File: src/rtl/vend_pkg.sv
// Shared definitions for the vending transaction controller: state codes,
// coin denominations, the goods price table and the greedy change picker.
package vend_pkg;

    typedef enum logic [2:0] {
        ST_IDLE     = 3'd0,
        ST_SELECT   = 3'd1,
        ST_PAY      = 3'd2,
        ST_DISPENSE = 3'd3,
        ST_CHANGE   = 3'd4,
        ST_REFUND   = 3'd5
    } state_t;

    localparam int PRICE_W = 4;
    localparam int COIN_W  = 5;

    localparam int COIN_B1  = 0;
    localparam int COIN_B5  = 1;
    localparam int COIN_B10 = 2;
    localparam int COIN_B20 = 3;
    localparam int COIN_B50 = 4;

    localparam logic [5:0] COIN_V1  = 6'd1;
    localparam logic [5:0] COIN_V5  = 6'd5;
    localparam logic [5:0] COIN_V10 = 6'd10;
    localparam logic [5:0] COIN_V20 = 6'd20;
    localparam logic [5:0] COIN_V50 = 6'd50;

    // Code is {type_high, type_low}; a price of 0 marks an unknown code.
    function automatic logic [PRICE_W-1:0] price_of(input logic [5:0] code);
        case (code)
            6'o11: price_of = 4'd3;   6'o12: price_of = 4'd4;
            6'o13: price_of = 4'd6;   6'o14: price_of = 4'd3;
            6'o21: price_of = 4'd10;  6'o22: price_of = 4'd8;
            6'o23: price_of = 4'd9;   6'o24: price_of = 4'd7;
            6'o31: price_of = 4'd4;   6'o32: price_of = 4'd6;
            6'o33: price_of = 4'd15;  6'o34: price_of = 4'd8;
            6'o41: price_of = 4'd9;   6'o42: price_of = 4'd4;
            6'o43: price_of = 4'd5;   6'o44: price_of = 4'd5;
            default: price_of = 4'd0;
        endcase
    endfunction

    // Value of a one-hot coin vector.
    function automatic logic [5:0] coin_value(input logic [COIN_W-1:0] coin);
        logic [5:0] v;
        v = '0;
        if (coin[COIN_B1])  v = v | COIN_V1;
        if (coin[COIN_B5])  v = v | COIN_V5;
        if (coin[COIN_B10]) v = v | COIN_V10;
        if (coin[COIN_B20]) v = v | COIN_V20;
        if (coin[COIN_B50]) v = v | COIN_V50;
        return v;
    endfunction

    function automatic logic [COIN_W-1:0] greedy_coin(input logic [31:0] amt);
        logic [COIN_W-1:0] c;
        c = '0;
        if (amt >= 32'(COIN_V50))      c[COIN_B50] = 1'b1;
        else if (amt >= 32'(COIN_V20)) c[COIN_B20] = 1'b1;
        else if (amt >= 32'(COIN_V10)) c[COIN_B10] = 1'b1;
        else if (amt >= 32'(COIN_V5))  c[COIN_B5]  = 1'b1;
        else if (amt != 32'd0)         c[COIN_B1]  = 1'b1;
        return c;
    endfunction

endpackage

File: src/rtl/vend_txn_ctrl_if.sv
// Front-end / display bundle of the vending transaction controller.
interface vend_txn_ctrl_if #(
    parameter int MONEY_W = 10,
    parameter int QTY_W   = 2
);
    logic               btn_add;
    logic               btn_confirm;
    logic               btn_cancel;
    logic [5:0]         goods_code;
    logic [QTY_W-1:0]   qty;
    logic [4:0]         coin_in;
    logic [2:0]         state_o;
    logic [MONEY_W-1:0] price_total;
    logic [MONEY_W-1:0] paid_total;
    logic [MONEY_W-1:0] change_remain;
    logic [3:0]         cart_count;
    logic               dispense_pulse;
    logic [4:0]         change_coin;
    logic               done;
    logic               err_invalid;
    logic               err_full;
    logic               err_overflow;

    modport master (
        output btn_add, btn_confirm, btn_cancel, goods_code, qty, coin_in,
        input  state_o, price_total, paid_total, change_remain, cart_count,
               dispense_pulse, change_coin, done, err_invalid, err_full, err_overflow
    );

    modport slave (
        input  btn_add, btn_confirm, btn_cancel, goods_code, qty, coin_in,
        output state_o, price_total, paid_total, change_remain, cart_count,
               dispense_pulse, change_coin, done, err_invalid, err_full, err_overflow
    );
endinterface

File: src/rtl/vend_price_lut.sv
// Combinational goods-code to price lookup.
module vend_price_lut
    import vend_pkg::*;
(
    input  logic [5:0]         i_code,
    output logic               o_valid,
    output logic [PRICE_W-1:0] o_price
);
    logic [PRICE_W-1:0] w_price;

    assign w_price = price_of(i_code);
    assign o_price = w_price;
    assign o_valid = (w_price != '0);
endmodule

File: src/rtl/vend_txn_ctrl.sv
// Vending transaction controller: cart build-up, payment with timeout,
// dispensing and greedy one-coin-per-cycle change/refund.
module vend_txn_ctrl
    import vend_pkg::*;
#(
    parameter int MAX_ITEMS   = 4,
    parameter int MONEY_W     = 10,
    parameter int QTY_W       = 2,
    parameter int TIMEOUT_CYC = 100000000
) (
    input  logic           sys_clk,
    input  logic           sys_rst,
    vend_txn_ctrl_if.slave bus
);
    // Sums are formed wide enough never to wrap, then range-checked.
    localparam int EXT_W = MONEY_W + PRICE_W + QTY_W + 1;
    localparam logic [EXT_W-1:0] MAX_MONEY = {{(EXT_W-MONEY_W){1'b0}}, {MONEY_W{1'b1}}};
    localparam int TMR_W = (TIMEOUT_CYC > 1) ? $clog2(TIMEOUT_CYC) : 1;
    localparam logic [TMR_W-1:0] TMR_LAST = TMR_W'((TIMEOUT_CYC > 0) ? TIMEOUT_CYC - 1 : 0);
    localparam logic [3:0] CART_MAX = 4'(MAX_ITEMS);

    state_t              r_state;
    logic [MONEY_W-1:0]  r_price, r_paid, r_change;
    logic [3:0]          r_cart, r_disp_cnt;
    logic [TMR_W-1:0]    r_timer;
    logic                r_dispense, r_done, r_err_inv, r_err_full, r_err_ovf;
    logic [COIN_W-1:0]   r_coin_out;

    logic                w_price_vld;
    logic [PRICE_W-1:0]  w_price;
    logic [EXT_W-1:0]    w_item_sum, w_coin_sum;
    logic [5:0]          w_gval;
    logic [COIN_W-1:0]   w_gcoin;
    logic                w_coin_any, w_coin_1hot, w_activity, w_cancel;

    vend_price_lut u_lut (
        .i_code  (bus.goods_code),
        .o_valid (w_price_vld),
        .o_price (w_price)
    );

    assign w_item_sum  = EXT_W'(r_price) + EXT_W'(w_price) * EXT_W'(bus.qty);
    assign w_coin_sum  = EXT_W'(r_paid) + EXT_W'(coin_value(bus.coin_in));
    assign w_coin_any  = (bus.coin_in != '0);
    assign w_coin_1hot = w_coin_any && ((bus.coin_in & (bus.coin_in - 5'd1)) == '0);
    assign w_activity  = bus.btn_add | bus.btn_confirm | bus.btn_cancel | w_coin_any;
    // An expired idle timer is treated exactly like a cancel press.
    assign w_cancel    = bus.btn_cancel ||
                         ((TIMEOUT_CYC != 0) && !w_activity && (r_timer == TMR_LAST));
    assign w_gcoin     = greedy_coin(32'(r_change));
    assign w_gval      = coin_value(w_gcoin);

    always_ff @(posedge sys_clk) begin
        if (sys_rst) begin
            r_state    <= ST_IDLE;
            r_price    <= '0;
            r_paid     <= '0;
            r_change   <= '0;
            r_cart     <= '0;
            r_disp_cnt <= '0;
            r_timer    <= '0;
            r_dispense <= 1'b0;
            r_done     <= 1'b0;
            r_err_inv  <= 1'b0;
            r_err_full <= 1'b0;
            r_err_ovf  <= 1'b0;
            r_coin_out <= '0;
        end else begin
            r_dispense <= 1'b0;
            r_done     <= 1'b0;
            r_err_inv  <= 1'b0;
            r_err_full <= 1'b0;
            r_err_ovf  <= 1'b0;
            r_coin_out <= '0;
            case (r_state)
                ST_IDLE: begin
                    if (!bus.btn_cancel && bus.btn_confirm) begin
                        r_state  <= ST_SELECT;
                        r_price  <= '0;
                        r_paid   <= '0;
                        r_change <= '0;
                        r_cart   <= '0;
                    end
                end
                ST_SELECT: begin
                    if (bus.btn_cancel) begin
                        r_state <= ST_IDLE;
                        r_price <= '0;
                        r_paid  <= '0;
                        r_cart  <= '0;
                    end else if (bus.btn_confirm) begin
                        if (r_cart != '0) begin
                            r_state <= ST_PAY;
                            r_timer <= '0;
                        end else begin
                            r_err_inv <= 1'b1;
                        end
                    end else if (bus.btn_add) begin
                        if (!w_price_vld || bus.qty == '0) r_err_inv <= 1'b1;
                        else if (r_cart == CART_MAX)       r_err_full <= 1'b1;
                        else if (w_item_sum > MAX_MONEY)   r_err_ovf <= 1'b1;
                        else begin
                            r_price <= w_item_sum[MONEY_W-1:0];
                            r_cart  <= r_cart + 4'd1;
                        end
                    end
                end
                ST_PAY: begin
                    r_timer <= w_activity ? '0 : r_timer + 1'b1;
                    if (w_cancel) begin
                        if (r_paid == '0) r_state <= ST_IDLE;
                        else begin
                            r_state  <= ST_REFUND;
                            r_change <= r_paid;
                        end
                    end else if (w_coin_any) begin
                        // A coin always wins over a simultaneous confirm.
                        if (!w_coin_1hot)                r_err_inv <= 1'b1;
                        else if (w_coin_sum > MAX_MONEY) r_err_ovf <= 1'b1;
                        else                             r_paid <= w_coin_sum[MONEY_W-1:0];
                    end else if (bus.btn_confirm && r_paid >= r_price) begin
                        r_state    <= ST_DISPENSE;
                        r_change   <= r_paid - r_price;
                        r_disp_cnt <= r_cart;
                    end
                end
                ST_DISPENSE: begin
                    r_dispense <= 1'b1;
                    r_disp_cnt <= r_disp_cnt - 4'd1;
                    if (r_disp_cnt == 4'd1) r_state <= ST_CHANGE;
                end
                ST_CHANGE, ST_REFUND: begin
                    if (r_change != '0) begin
                        r_coin_out <= w_gcoin;
                        r_change   <= r_change - MONEY_W'(w_gval);
                    end else begin
                        r_done  <= 1'b1;
                        r_state <= ST_IDLE;
                    end
                end
                default: r_state <= ST_IDLE;
            endcase
        end
    end

    assign bus.state_o        = r_state;
    assign bus.price_total    = r_price;
    assign bus.paid_total     = r_paid;
    assign bus.change_remain  = r_change;
    assign bus.cart_count     = r_cart;
    assign bus.dispense_pulse = r_dispense;
    assign bus.change_coin    = r_coin_out;
    assign bus.done           = r_done;
    assign bus.err_invalid    = r_err_inv;
    assign bus.err_full       = r_err_full;
    assign bus.err_overflow   = r_err_ovf;
endmodule
File: src/flat_wrapper.sv
// flat-port wrapper written by rule: the top's interface ports become plain ports
module vend_txn_ctrl_flat import vend_pkg::*;
#(
    parameter int MAX_ITEMS   = 4,
    parameter int MONEY_W     = 10,
    parameter int QTY_W       = 2,
    parameter int TIMEOUT_CYC = 100000000
)
  (sys_clk, sys_rst, bus_btn_add, bus_btn_confirm, bus_btn_cancel, bus_goods_code, bus_qty, bus_coin_in, bus_state_o, bus_price_total, bus_paid_total, bus_change_remain, bus_cart_count, bus_dispense_pulse, bus_change_coin, bus_done, bus_err_invalid, bus_err_full, bus_err_overflow);
  vend_txn_ctrl_if #(.MONEY_W(MONEY_W), .QTY_W(QTY_W)) bus_i ();
  input  logic sys_clk;
  input  logic sys_rst;
  input wire logic [$bits(bus_i.btn_add)-1:0] bus_btn_add;
  input wire logic [$bits(bus_i.btn_confirm)-1:0] bus_btn_confirm;
  input wire logic [$bits(bus_i.btn_cancel)-1:0] bus_btn_cancel;
  input wire logic [$bits(bus_i.goods_code)-1:0] bus_goods_code;
  input wire logic [$bits(bus_i.qty)-1:0] bus_qty;
  input wire logic [$bits(bus_i.coin_in)-1:0] bus_coin_in;
  output wire logic [$bits(bus_i.state_o)-1:0] bus_state_o;
  output wire logic [$bits(bus_i.price_total)-1:0] bus_price_total;
  output wire logic [$bits(bus_i.paid_total)-1:0] bus_paid_total;
  output wire logic [$bits(bus_i.change_remain)-1:0] bus_change_remain;
  output wire logic [$bits(bus_i.cart_count)-1:0] bus_cart_count;
  output wire logic [$bits(bus_i.dispense_pulse)-1:0] bus_dispense_pulse;
  output wire logic [$bits(bus_i.change_coin)-1:0] bus_change_coin;
  output wire logic [$bits(bus_i.done)-1:0] bus_done;
  output wire logic [$bits(bus_i.err_invalid)-1:0] bus_err_invalid;
  output wire logic [$bits(bus_i.err_full)-1:0] bus_err_full;
  output wire logic [$bits(bus_i.err_overflow)-1:0] bus_err_overflow;
  assign bus_i.btn_add = bus_btn_add;
  assign bus_i.btn_confirm = bus_btn_confirm;
  assign bus_i.btn_cancel = bus_btn_cancel;
  assign bus_i.goods_code = bus_goods_code;
  assign bus_i.qty = bus_qty;
  assign bus_i.coin_in = bus_coin_in;
  assign bus_state_o = bus_i.state_o;
  assign bus_price_total = bus_i.price_total;
  assign bus_paid_total = bus_i.paid_total;
  assign bus_change_remain = bus_i.change_remain;
  assign bus_cart_count = bus_i.cart_count;
  assign bus_dispense_pulse = bus_i.dispense_pulse;
  assign bus_change_coin = bus_i.change_coin;
  assign bus_done = bus_i.done;
  assign bus_err_invalid = bus_i.err_invalid;
  assign bus_err_full = bus_i.err_full;
  assign bus_err_overflow = bus_i.err_overflow;
  vend_txn_ctrl #(.MAX_ITEMS(MAX_ITEMS), .MONEY_W(MONEY_W), .QTY_W(QTY_W), .TIMEOUT_CYC(TIMEOUT_CYC)) u_core (.sys_clk(sys_clk), .sys_rst(sys_rst), .bus(bus_i));
endmodule
File: config.mk
export PLATFORM = sky130hd
export DESIGN_NAME = vend_txn_ctrl_flat
export DESIGN_NICKNAME = d
export VERILOG_FILES = /design/src/rtl/vend_pkg.sv /design/src/rtl/vend_txn_ctrl_if.sv /design/src/rtl/vend_price_lut.sv /design/src/rtl/vend_txn_ctrl.sv /design/src/flat_wrapper.sv
export SDC_FILE = /design/constraint.sdc
export NUM_CORES = 1
export LEC_CHECK = 0
export BUFFER_PORTS_ARGS = -buffer_cell sky130_fd_sc_hd__clkbuf_2
export CORE_MARGIN = 2
export CORE_UTILIZATION = 44
export DETAILED_ROUTE_END_ITERATION = 16
export GPL_ROUTABILITY_DRIVEN = 1
export PLACE_DENSITY = 0.72
export SLEW_MARGIN = 0
export SYNTH_ARGS = -nofsm -noshare
export SYNTH_HDL_FRONTEND = slang
export SYNTH_SLANG_ARGS = --single-unit
File: constraint.sdc
create_clock -name sys_clk -period 3.8 [get_ports sys_clk]
set_input_delay 0.76 -clock sys_clk [delete_from_list [all_inputs] [get_ports sys_clk]]
set_output_delay 0.76 -clock sys_clk [all_outputs]
set_load 0.02 [all_outputs]
==> flow_summary.yaml, run 1 <==
die:
  initial_utilization_pct: 44.72
  dieHeight_microns: 117.0
  die_area_sq_mm: 0.01369
  coreArea_sq_mm: 0.01257
  pin_count: 65
  rows: 41
  die_w_microns: 117.0
grt:
  globalRouteOverflowTotal: 0
  grt_pass1_wl_mm: 24.22
  grt.total_usage_pct: 22.44
  antenna_found_initial: 0
  grt_max_degree: 34
  grt_pass1_vias: 4872
cts:
  path_clk_slew_ns: 0.06
  root_buffer: "clkbuf_16"
  cts_tree: "done"
  numCtsBuffers: 9
  clock_sinks: 78
  cts.path.max_buffers: 2
  htree_levels: 3
  clk_latency_ns: 0.36
finish:
  final_cell_mix: "dfxtp_1 (78), nor2_1 (76), clkbuf_2 (64)"
  final_nets: 859
  stdcell_area_sq_mm: 0.006598
  layout-area-overhead-vs-synth_pct: 17.39
  final_common_cell: "dfxtp_1"
  fin_cells: 976
  fin_util_pct: 52.49
  antenna_cells: 0
  drive_above_1_share_pct: 16.17
route:
  drt_wl_total_mm: 14.86
  drtPass1Iterations: 7
  wl_per_cell_microns: 15.22
  ant_nets: 0
  viasPerCell: 5.653
  vias: 5517
  drc: 0
  drtIter0Drc: 355
yosys:
  ys_seq_area_share_pct: 27.78
  syn_area_sq_mm: 0.005620
  synth_edf_count: 0
  avgSynthCellArea_sq_um: 7.763
  synth_seq_cells: 78
  async_flop_share_pct: 0
  synth.net_count: 783
  yosys_warnings: 0
  syn_inst: 724
  synth_flop_cell: "dfxtp_1"
  synth_cell_type_count: 72
worst_setup_path:
  cp_max_fo: 5
  worstPathRequired_ns: 4.07
  critPathCaptureType: "flip-flop"
  critPathKind: "in2reg"
  startpoint_type: "input port"
  worstSetupStartpoint: "bus_goods_code[0]"
  reg2reg_setup_slack_ns: 0.44
  rr_startpoint: "u_core.bus.change_remain[7]"
  crit_arrival_ns: 3.79
placed_design:
  io_buffers: 64
  routabilityCongestion: 0.9572
  placed_area_sq_mm: 0.006280
  dp_hpwl_mm: 10.93
  place_inst: 961
timing:
  skew_ns: 0.006476
  finalCritPeriodShare_pct: 92.53
  worst_slew_pin_slew_ns: 0.9093
  timing.final.max_slew_violations: 0
  setup-tns-final_ns: 0
  slew_headroom_pct: 38.82
  rsz0062_at_grt: "false"
  hold_viol: 0
  finalSetupViolCount: 0
  fmax_ghz: 0.2844
  layout_min_cycle_time_ns: 3.516
pwr:
  ir_drop_mv: 0.2299
  powerDensity_mw_per_mm2: 426.0
  p_leak_nw: 2.593
  p_total_mw: 2.811
hold_path:
  hold_path.startpoint: "u_core.r_timer[4]"
  holdCritPathClass: "reg2reg"
outcome:
  status: "completed"
job:
  maxCapViolCount: 0
==> Yosys cell counts (9+ instances only) <==
library cell | count | area, sq um
nor3_1 | 24 | 120.1
a21oi_1 | 48 | 240.2
clkbuf_1 | 20 | 75.07
nand2b_1 | 9 | 56.30
nand3_1 | 24 | 120.1
a211oi_1 | 9 | 67.56
or3_1 | 14 | 87.58
nor2b_1 | 11 | 68.82
o21a_1 | 12 | 90.09
a31oi_1 | 10 | 62.56
inv_1 | 45 | 168.9
nor4_1 | 11 | 68.82
a22o_1 | 10 | 87.58
o21ai_0 | 40 | 200.2
nand4_1 | 12 | 75.07
ha_1 | 34 | 425.4
mux2i_1 | 9 | 90.09
xor2_1 | 18 | 157.7
and3_1 | 9 | 56.30
nor2_1 | 76 | 285.3
nand2_1 | 62 | 232.7
dfxtp_1 | 78 | 1562
xnor2_1 | 17 | 148.9
==> critical path, stage by stage <==
cell and delay, ns:
clkbuf_2 0.10, nor2_1 0.15, nand2_2 0.11, o21ai_0 0.16, a2bb2oi_1 0.08, nor2_1 0.11, o21ai_0 0.12, fa_1 0.49
inv_1 0.05, ha_1 0.26, a21o_1 0.10, a21oi_1 0.08, o21bai_1 0.20, a21oi_1 0.13, or3_1 0.33, or4_1 0.47
o31ai_1 0.07
==> area by class of cell <==
type	instances	area [sq um]
Timing Repair Buffer	90	515.5
Tap cell	172	215.2
Clock buffer	11	232.7
Fill cell	1239	5971
Sequential cell	78	1562
Clock inverter	4	72.57
Inverter	45	168.9
Multi-Input combinational cell	576	3831
==> layer usage <==
| metal | share of wire [%] | track usage (%) | vias up |
|---|---|---|---|
| met5 | 0 | 0 | - |
| met4 | 1.6 | 7.686 | 0 |
| met3 | 4.8 | 3.244 | 21 |
| met2 | 44 | 35.26 | 166 |
| met1 | 50 | 31.61 | 2542 |
| li1 | - | - | 2788 |
==> power breakdown <==
part           switching, mW  internal [mW]
Clock                  0.355          0.571
Sequential            0.0835          0.855
Combinational          0.566          0.380
Total                   1.00           1.81
==> state kept, by name, summed over array words and instances, names as in the netlist <==
name	count
u_core.r_timer	27
u_core.bus.err_full	1
u_core.bus.price_total	10
u_core.bus.done	1
u_core.bus.change_remain	10
u_core.bus.dispense_pulse	1
u_core.bus.err_invalid	1
u_core.bus.cart_count	4
u_core.bus.state_o	3
u_core.bus.err_overflow	1
u_core.bus.change_coin	5
u_core.r_disp_cnt	4
u_core.bus.paid_total	10
==> metrics by stage <==
| stage | setup WS, ns | hold WS [ns] |
|---|---|---|
| final | 0.2840 | 0.4844 |
| after global routing | 0.01607 | 0.5267 |
| after CTS | 0.2698 | 0.4876 |
| after detailed placement | -0.09589 | 0.4799 |
| after global placement | -0.03818 | 0.4768 |
| after floorplan | 0.02802 | 0.4539 |
==> path summary, 6_finish.rpt <==
path / endpoint / depth (start not counted)
worst min register to register: u_core.r_timer[4] / 2
worst min-delay path: u_core.r_timer[4] / 2
worst max register to register: u_core.bus.change_remain[8] / 13
worst max-delay path: u_core.bus.price_total[8] / 17
==> cell families (layout without fill, tap and decap cells) <==
family	after synthesis	after routing	share of synthesized area, %
DFF	78	78	27.78
xor gates and xnor gates	35	35	5.454
adders and majority gates	41	41	10.06
and+or+nand+nor	296	296	27.05
muxes	10	10	1.803
buffers and inverters	70	150	4.853
AOI/OAI and AO/OA	194	194	23.00
==> what timing repair did <==
action / in CTS / in global routing
setup buffers: 0 / 0
hold buffers: 0 / 0
endpoints found under the setup margin: 0 / 4
gates resized for setup: 0 / 4
No activity file was read; power rests on OpenSTA's default activity.
==> inputs of run 2 (changes only) <==
--- a/config.mk
+++ b/config.mk
@@ -5,12 +5,13 @@
 export SDC_FILE = /design/constraint.sdc
 export NUM_CORES = 1
 export LEC_CHECK = 0
-export BUFFER_PORTS_ARGS = -buffer_cell sky130_fd_sc_hd__clkbuf_2
+export BUFFER_PORTS_ARGS = -buffer_cell sky130_fd_sc_hd__buf_4
 export CORE_MARGIN = 2
 export CORE_UTILIZATION = 44
 export DETAILED_ROUTE_END_ITERATION = 16
 export GPL_ROUTABILITY_DRIVEN = 1
-export PLACE_DENSITY = 0.72
+export PLACE_DENSITY = 0.7
+export REMOVE_ABC_BUFFERS = 1
 export SLEW_MARGIN = 0
 export SYNTH_ARGS = -nofsm -noshare
 export SYNTH_HDL_FRONTEND = slang
==> constraint.sdc (replaced) <==
create_clock -name sys_clk -period 3.35 [get_ports sys_clk]
set_input_delay 0.67 -clock sys_clk [delete_from_list [all_inputs] [get_ports sys_clk]]
set_output_delay 0.67 -clock sys_clk [all_outputs]
set_load 0.02 [all_outputs]
==> run 2 against run 1 <==
Compared with the run above: the flow now finishes with violations (negative setup slack); worst hold slack improved by 0.012 ns; combinational power increased by 28%; utilization increased by 5.1 points; routed wire length increased by 17%; total power increased by 17%; worst setup slack got worse by 0.33 ns; clock power increased by 9%; sequential share of layout area decreased by 2.1 points; non-clock buffer count increased by 26; register-to-register slack got worse by 0.26 ns; final cell count increased by 2.8%; via count increased by 7.7%; critical endpoint unchanged; largest cell class unchanged; largest power group unchanged; highest routed layer unchanged.
==> flow_summary.yaml, run 2 (synthesis gave the netlist of run 1 again) <==
finish:
  final_common_cell: "buf_4"
  stdcell_area_sq_mm: 0.007241
  antenna_cells: 0
  layout-area-overhead-vs-synth_pct: 28.83
  regMostFlops: "u_core.r_timer"
  largest_reg_flops: 27
  final_nets: 885
  drive_above_1_share_pct: 24.19
  final_cell_mix: "buf_4 (109), dfxtp_1 (77), nor2_1 (72)"
route:
  wl_per_cell_microns: 17.34
  drtIter0Drc: 441
  vias: 5942
  drc: 0
  drt_wl_total_mm: 17.39
  viasPerCell: 5.924
  drtPass1Iterations: 5
  ant_nets: 0
die:
  die_w_microns: 117.0
  initial_utilization_pct: 44.72
  rows: 41
  pin_count: 65
  die_area_sq_mm: 0.01369
  dieHeight_microns: 117.0
  coreArea_sq_mm: 0.01257
outcome:
  status: "finished with violations"
  violations: "negative setup slack"
worst_setup_path:
  crit_slowest_cell: "fa_1"
  worstPathRequired_ns: 3.61
  cp_max_fo: 5
  critPathKind: "in2reg"
  cpPeakStageDelay_ns: 0.55
  critPathCaptureType: "flip-flop"
  startpoint_type: "input port"
  worstPathCellList: "buf_12 > nor2_4 > nand2_4 > nand2_2 > o211ai_1 > a21oi_2 > nand2_1 > fa_1 > inv_2 > ha_4 > a21o_1 > a21oi_2 > o21bai_2 > a21oi_2 > or3_4 > or4_1 > o31ai_2"
  crit_arrival_ns: 3.66
  crit_top_cell: "a21oi_2"
cts:
  root_buffer: "clkbuf_16"
  cts.hold.buffers_added: 0
  htree_levels: 3
  clock_sinks: 78
  clk_latency_ns: 0.35
  cts_tree: "done"
  numCtsBuffers: 9
  cts.path.max_buffers: 2
  path_clk_slew_ns: 0.06
timing:
  whs_ns: 0.4965
  layout_min_cycle_time_ns: 3.397
  skew_ns: 0.01106
  fmax_ghz: 0.2944
  setup_ws_ns: -0.04723
  finalCritPeriodShare_pct: 101.4
  worst_slew_pin_slew_ns: 0.9896
  slew_headroom_pct: 33.42
  hold_viol: 0
  rsz0062_at_grt: "true"
  finalSetupViolCount: 3
  timing.final.max_slew_violations: 0
grt:
  grtUsageMet2_pct: 42.31
  busiest_layer: "met2"
  grt_pass1_wl_mm: 27.57
  grtUsageMet1_pct: 32.43
  grt.total_usage_pct: 25.49
  grt_pass1_vias: 5559
  globalRouteOverflowTotal: 0
  antenna_found_initial: 0
  grt_max_degree: 35
  gr-usage-met3_pct: 5.201
placed_design:
  io_buffers: 64
  dp_hpwl_mm: 12.65
  routabilityCongestion: 0.9792
  placed_area_sq_mm: 0.006564
pwr:
  p_leak_nw: 2.827
  ir_drop_mv: 0.2874
  powerDensity_mw_per_mm2: 452.3
hold_path:
  holdCritPathClass: "reg2reg"
job:
  maxCapViolCount: 0
[run 2: changes by cell type in the layout (fill, tap and decap cells not counted), sizes merged]
cell,previous run,this run
buf,26,116
bufinv,2,1
clkbuf,75,11
clkinv,1,2
clkinvlp,1,2
[run 2: repair_timing]
| action | CTS | global route |
|---|---|---|
| gates resized for setup | 26 | 53 |
| setup endpoints to repair | 15 | 19 |
| buffers inserted | 3 | 4 |
| pin swaps | 18 | 37 |
[run 2: critical path, delay by kind of cell]
family | cells | cell delay, ns
adders and majority gates | 2 | 0.80
buffers and inverters | 2 | 0.16
AOI/OAI and AO/OA | 7 | 0.83
and+or+nand+nor | 6 | 1.21
[run 2: worst paths after layout]
path	startpoint	endpoint	slack (ns)	cells after the start
worst max-delay path	bus_goods_code[0]	u_core.bus.price_total[8]	-0.05	17
worst min-delay path	u_core.r_timer[4]	u_core.r_timer[4]	0.50	2
worst max register to register	u_core.bus.change_remain[8]	u_core.bus.change_remain[5]	0.18	13
worst min register to register	u_core.r_timer[4]	u_core.r_timer[4]	0.50	2
[run 2: layout make-up]
| class | instances | area [sq um] |
|---|---|---|
| clock buffer | 11 | 242.7 |
| clock inverter | 5 | 58.81 |
| fill | 1126 | 5328 |
| inverter | 45 | 168.9 |
| multi-input combinational | 576 | 4083 |
| sequential | 78 | 1563 |
| tap | 172 | 215.2 |
| timing repair buffer | 116 | 909.6 |
[run 2: per-layer routing]
layer | vias up | part of all wire (%)
met5 | - | 0
met4 | 0 | 3.9
met3 | 48 | 6.6
met2 | 228 | 48
met1 | 2826 | 41
li1 | 2840 | -
[run 2: power by group]
part           internal [mW]  leakage (nW)  total [mW]  switching (mW)
Clock                  0.598         0.142        1.01           0.408
Sequential             0.970         0.630        1.06          0.0858
Combinational          0.503          2.06        1.21           0.710
Total                   2.07          2.83        3.27            1.20
[run 2: metrics by stage]
stage	worst slack, ns	utilization [%]	power (mW)	cells	TNS [ns]
finish	-0.04723	57.61	3.275	1003	-0.1124
global route	-0.2654	57.61	3.438	1003	-0.8332
CTS	-0.04320	55.56	3.203	999	-0.07662
detailed placement	-0.6783	52.23	2.192	980	-8.882
global placement	-0.4667	52.23	2.163	980	-6.025
floorplan	-0.3757	-	1.823	699	-4.372
==> inputs of run 3 (changes only) <==
--- a/config.mk
+++ b/config.mk
@@ -10,6 +10,7 @@
 export CORE_UTILIZATION = 44
 export DETAILED_ROUTE_END_ITERATION = 16
 export GPL_ROUTABILITY_DRIVEN = 1
+export GPL_TIMING_DRIVEN = 0
 export PLACE_DENSITY = 0.7
 export REMOVE_ABC_BUFFERS = 1
 export SLEW_MARGIN = 0
==> run 3 against run 2 <==
Compared with the run above: the run still ends with negative setup slack left; via count is 4.2% lower; clock skew is 0.0031 ns lower; non-clock buffer count is 34 lower; clock-buffer cell count is 2 higher; combinational power is 7% lower; register-to-register slack worse by 0.04 ns; die area stayed put; critical path type unchanged; final cell count is 3.4% lower.
==> flow_summary.yaml, run 3 (synthesis gave the netlist of run 1 again) <==
placed_design:
  dp_hpwl_mm: 11.67
  place_inst: 938
  dp_worst_setup_slack_ns: -1.113
  routabilityCongestion: 0.9508
  io_buffers: 64
worst_setup_path:
  crit_top_cell: "a21oi_4"
  worstPathCellList: "buf_6 > nor2b_2 > nand2_1 > o21ai_2 > a2bb2oi_1 > nor2_1 > o21ai_1 > fa_1 > inv_2 > ha_4 > a21o_1 > a21oi_4 > o21bai_4 > a21oi_4 > nand3_2 > or4_4 > o31ai_2"
  critPathKind: "in2reg"
  crit_slowest_cell: "or4_4"
  startpoint_type: "input port"
  critPathCaptureType: "flip-flop"
  path_buf_inv: 2
  crit_arrival_ns: 3.68
  cp_top_family: "compound AO/OA/AOI/OAI gates"
  cp_max_fo: 5
  cpPeakStageDelay_ns: 0.53
  worstPathRequired_ns: 3.62
pwr:
  ir_drop_mv: 0.2518
  p_leak_nw: 2.668
  powerDensity_mw_per_mm2: 473.7
timing:
  finalSetupViolCount: 3
  slew_headroom_pct: 31.27
  hold_viol: 0
  fmax_ghz: 0.2936
  setup_ws_ns: -0.05617
  layout_min_cycle_time_ns: 3.406
  rsz0062_at_grt: "true"
  finalCritPeriodShare_pct: 101.7
  skew_ns: 0.007991
  timing.final.max_slew_violations: 0
  worst_slew_pin_slew_ns: 1.023
finish:
  fin_cells: 969
  final_nets: 851
  drive_above_1_share_pct: 20.33
  final_cell_mix: "buf_4 (77), dfxtp_1 (77), nor2_1 (75)"
  layout-area-overhead-vs-synth_pct: 23.98
  regMostFlops: "u_core.r_timer"
  seq_area_sq_mm: 0.001563
  antenna_cells: 0
  largest_reg_flops: 27
  fillers: 1187
  multi_input_area_sq_mm: 0.004045
die:
  coreArea_sq_mm: 0.01257
  die_w_microns: 117.0
  dieHeight_microns: 117.0
  pin_count: 65
  rows: 41
  initial_utilization_pct: 44.72
  die_area_sq_mm: 0.01369
cts:
  path_clk_slew_ns: 0.06
  clk_latency_ns: 0.35
  root_buffer: "clkbuf_16"
  cts_tree: "done"
  htree_levels: 3
  cts.path.max_buffers: 2
  clock_sinks: 78
  numCtsBuffers: 9
hold_path:
  holdCritPathClass: "reg2reg"
grt:
  gr-usage-met3_pct: 4.016
  antenna_found_initial: 0
  grt.total_usage_pct: 24.11
  grtUsageMet1_pct: 29.86
  globalRouteOverflowTotal: 0
  grtUsageMet2_pct: 41.08
  busiest_layer: "met2"
  grt_max_degree: 35
  grt_pass1_vias: 5346
  grt_pass1_wl_mm: 25.86
route:
  drtPass1Iterations: 5
  drt_wl_total_mm: 16.16
  viasPerCell: 5.872
  vias: 5690
  ant_nets: 0
  drc: 0
  drtIter0Drc: 466
  wl_per_cell_microns: 16.68
outcome:
  status: "finished with violations"
  violations: "negative setup slack"
job:
  maxCapViolCount: 0
## run 3: cell count changes in the layout (fill, tap and decap cells not counted), sizes merged
cell      previous run  this run
buf                116        82
clkinvlp             2         0
clkinv               2         1
clkbuf              11        13
bufinv               1         2
## run 3: through the flow
step	instance area, sq um	power (mW)	TNS (ns)	util [%]	hold slack, ns
after floorplan	5517	1.823	-4.372	-	0.4539
after global placement	6212	2.094	-28.16	49.43	0.4674
after detailed placement	6257	2.129	-14.81	49.79	0.4949
after CTS	6808	3.255	-0.06016	54.17	0.5031
after global routing	6968	3.461	-0.8213	55.44	0.5385
final	6968	3.300	-0.08751	55.44	0.5042
## run 3: worst min-delay path, cell delays in order, from the launching register on
cell     delay, ns
dfxtp_1       0.32
o21ai_0       0.07
a21oi_1       0.06
## run 3: metal layers
metal,share of wire [%],vias up,wire (microns)
met5,0,-,0
met3,5.6,35,903
li1,-,2767,-
met2,47,187,7668
met1,44,2701,7126
met4,2.9,0,461
## run 3: area by class of cell
cell class / count / share of cell area [%]
multi-input cells: 576 / 58.05
flip-flops and latches: 78 / 22.43
repair buffers: 82 / 9.194
clock buffers: 13 / 3.879
well taps: 172 / 3.089
inverters: 45 / 2.424
clock inverters: 3 / 0.9337
## run 3: repair_timing
| action | 4_1_cts | 5_1_grt |
|---|---|---|
| endpoints found under the hold margin | 0 | 0 |
| hold buffers | 0 | 0 |
| pin swaps | 19 | 22 |
| setup endpoints to repair | 16 | 24 |
| setup buffers | 10 | 5 |
| gates resized for setup | 35 | 28 |
## run 3: report_power, final
part | total, mW | switching, mW | internal [mW] | leakage (nW)
Combinational | 1.12 | 0.674 | 0.447 | 1.87
Clock | 1.12 | 0.402 | 0.713 | 0.166
Sequential | 1.06 | 0.0939 | 0.970 | 0.630
## run 3: final timing paths
| kind | slack (ns) | cells past startpoint | startpoint | end |
|---|---|---|---|---|
| hold / removal | 0.50 | 2 | u_core.r_timer[4] | u_core.r_timer[4] |
| setup reg to reg | 0.14 | 13 | u_core.bus.change_remain[7] | u_core.bus.change_remain[8] |
| setup / recovery | -0.06 | 17 | bus_goods_code[0] | u_core.bus.price_total[8] |
| hold reg to reg | 0.50 | 2 | u_core.r_timer[4] | u_core.r_timer[4] |
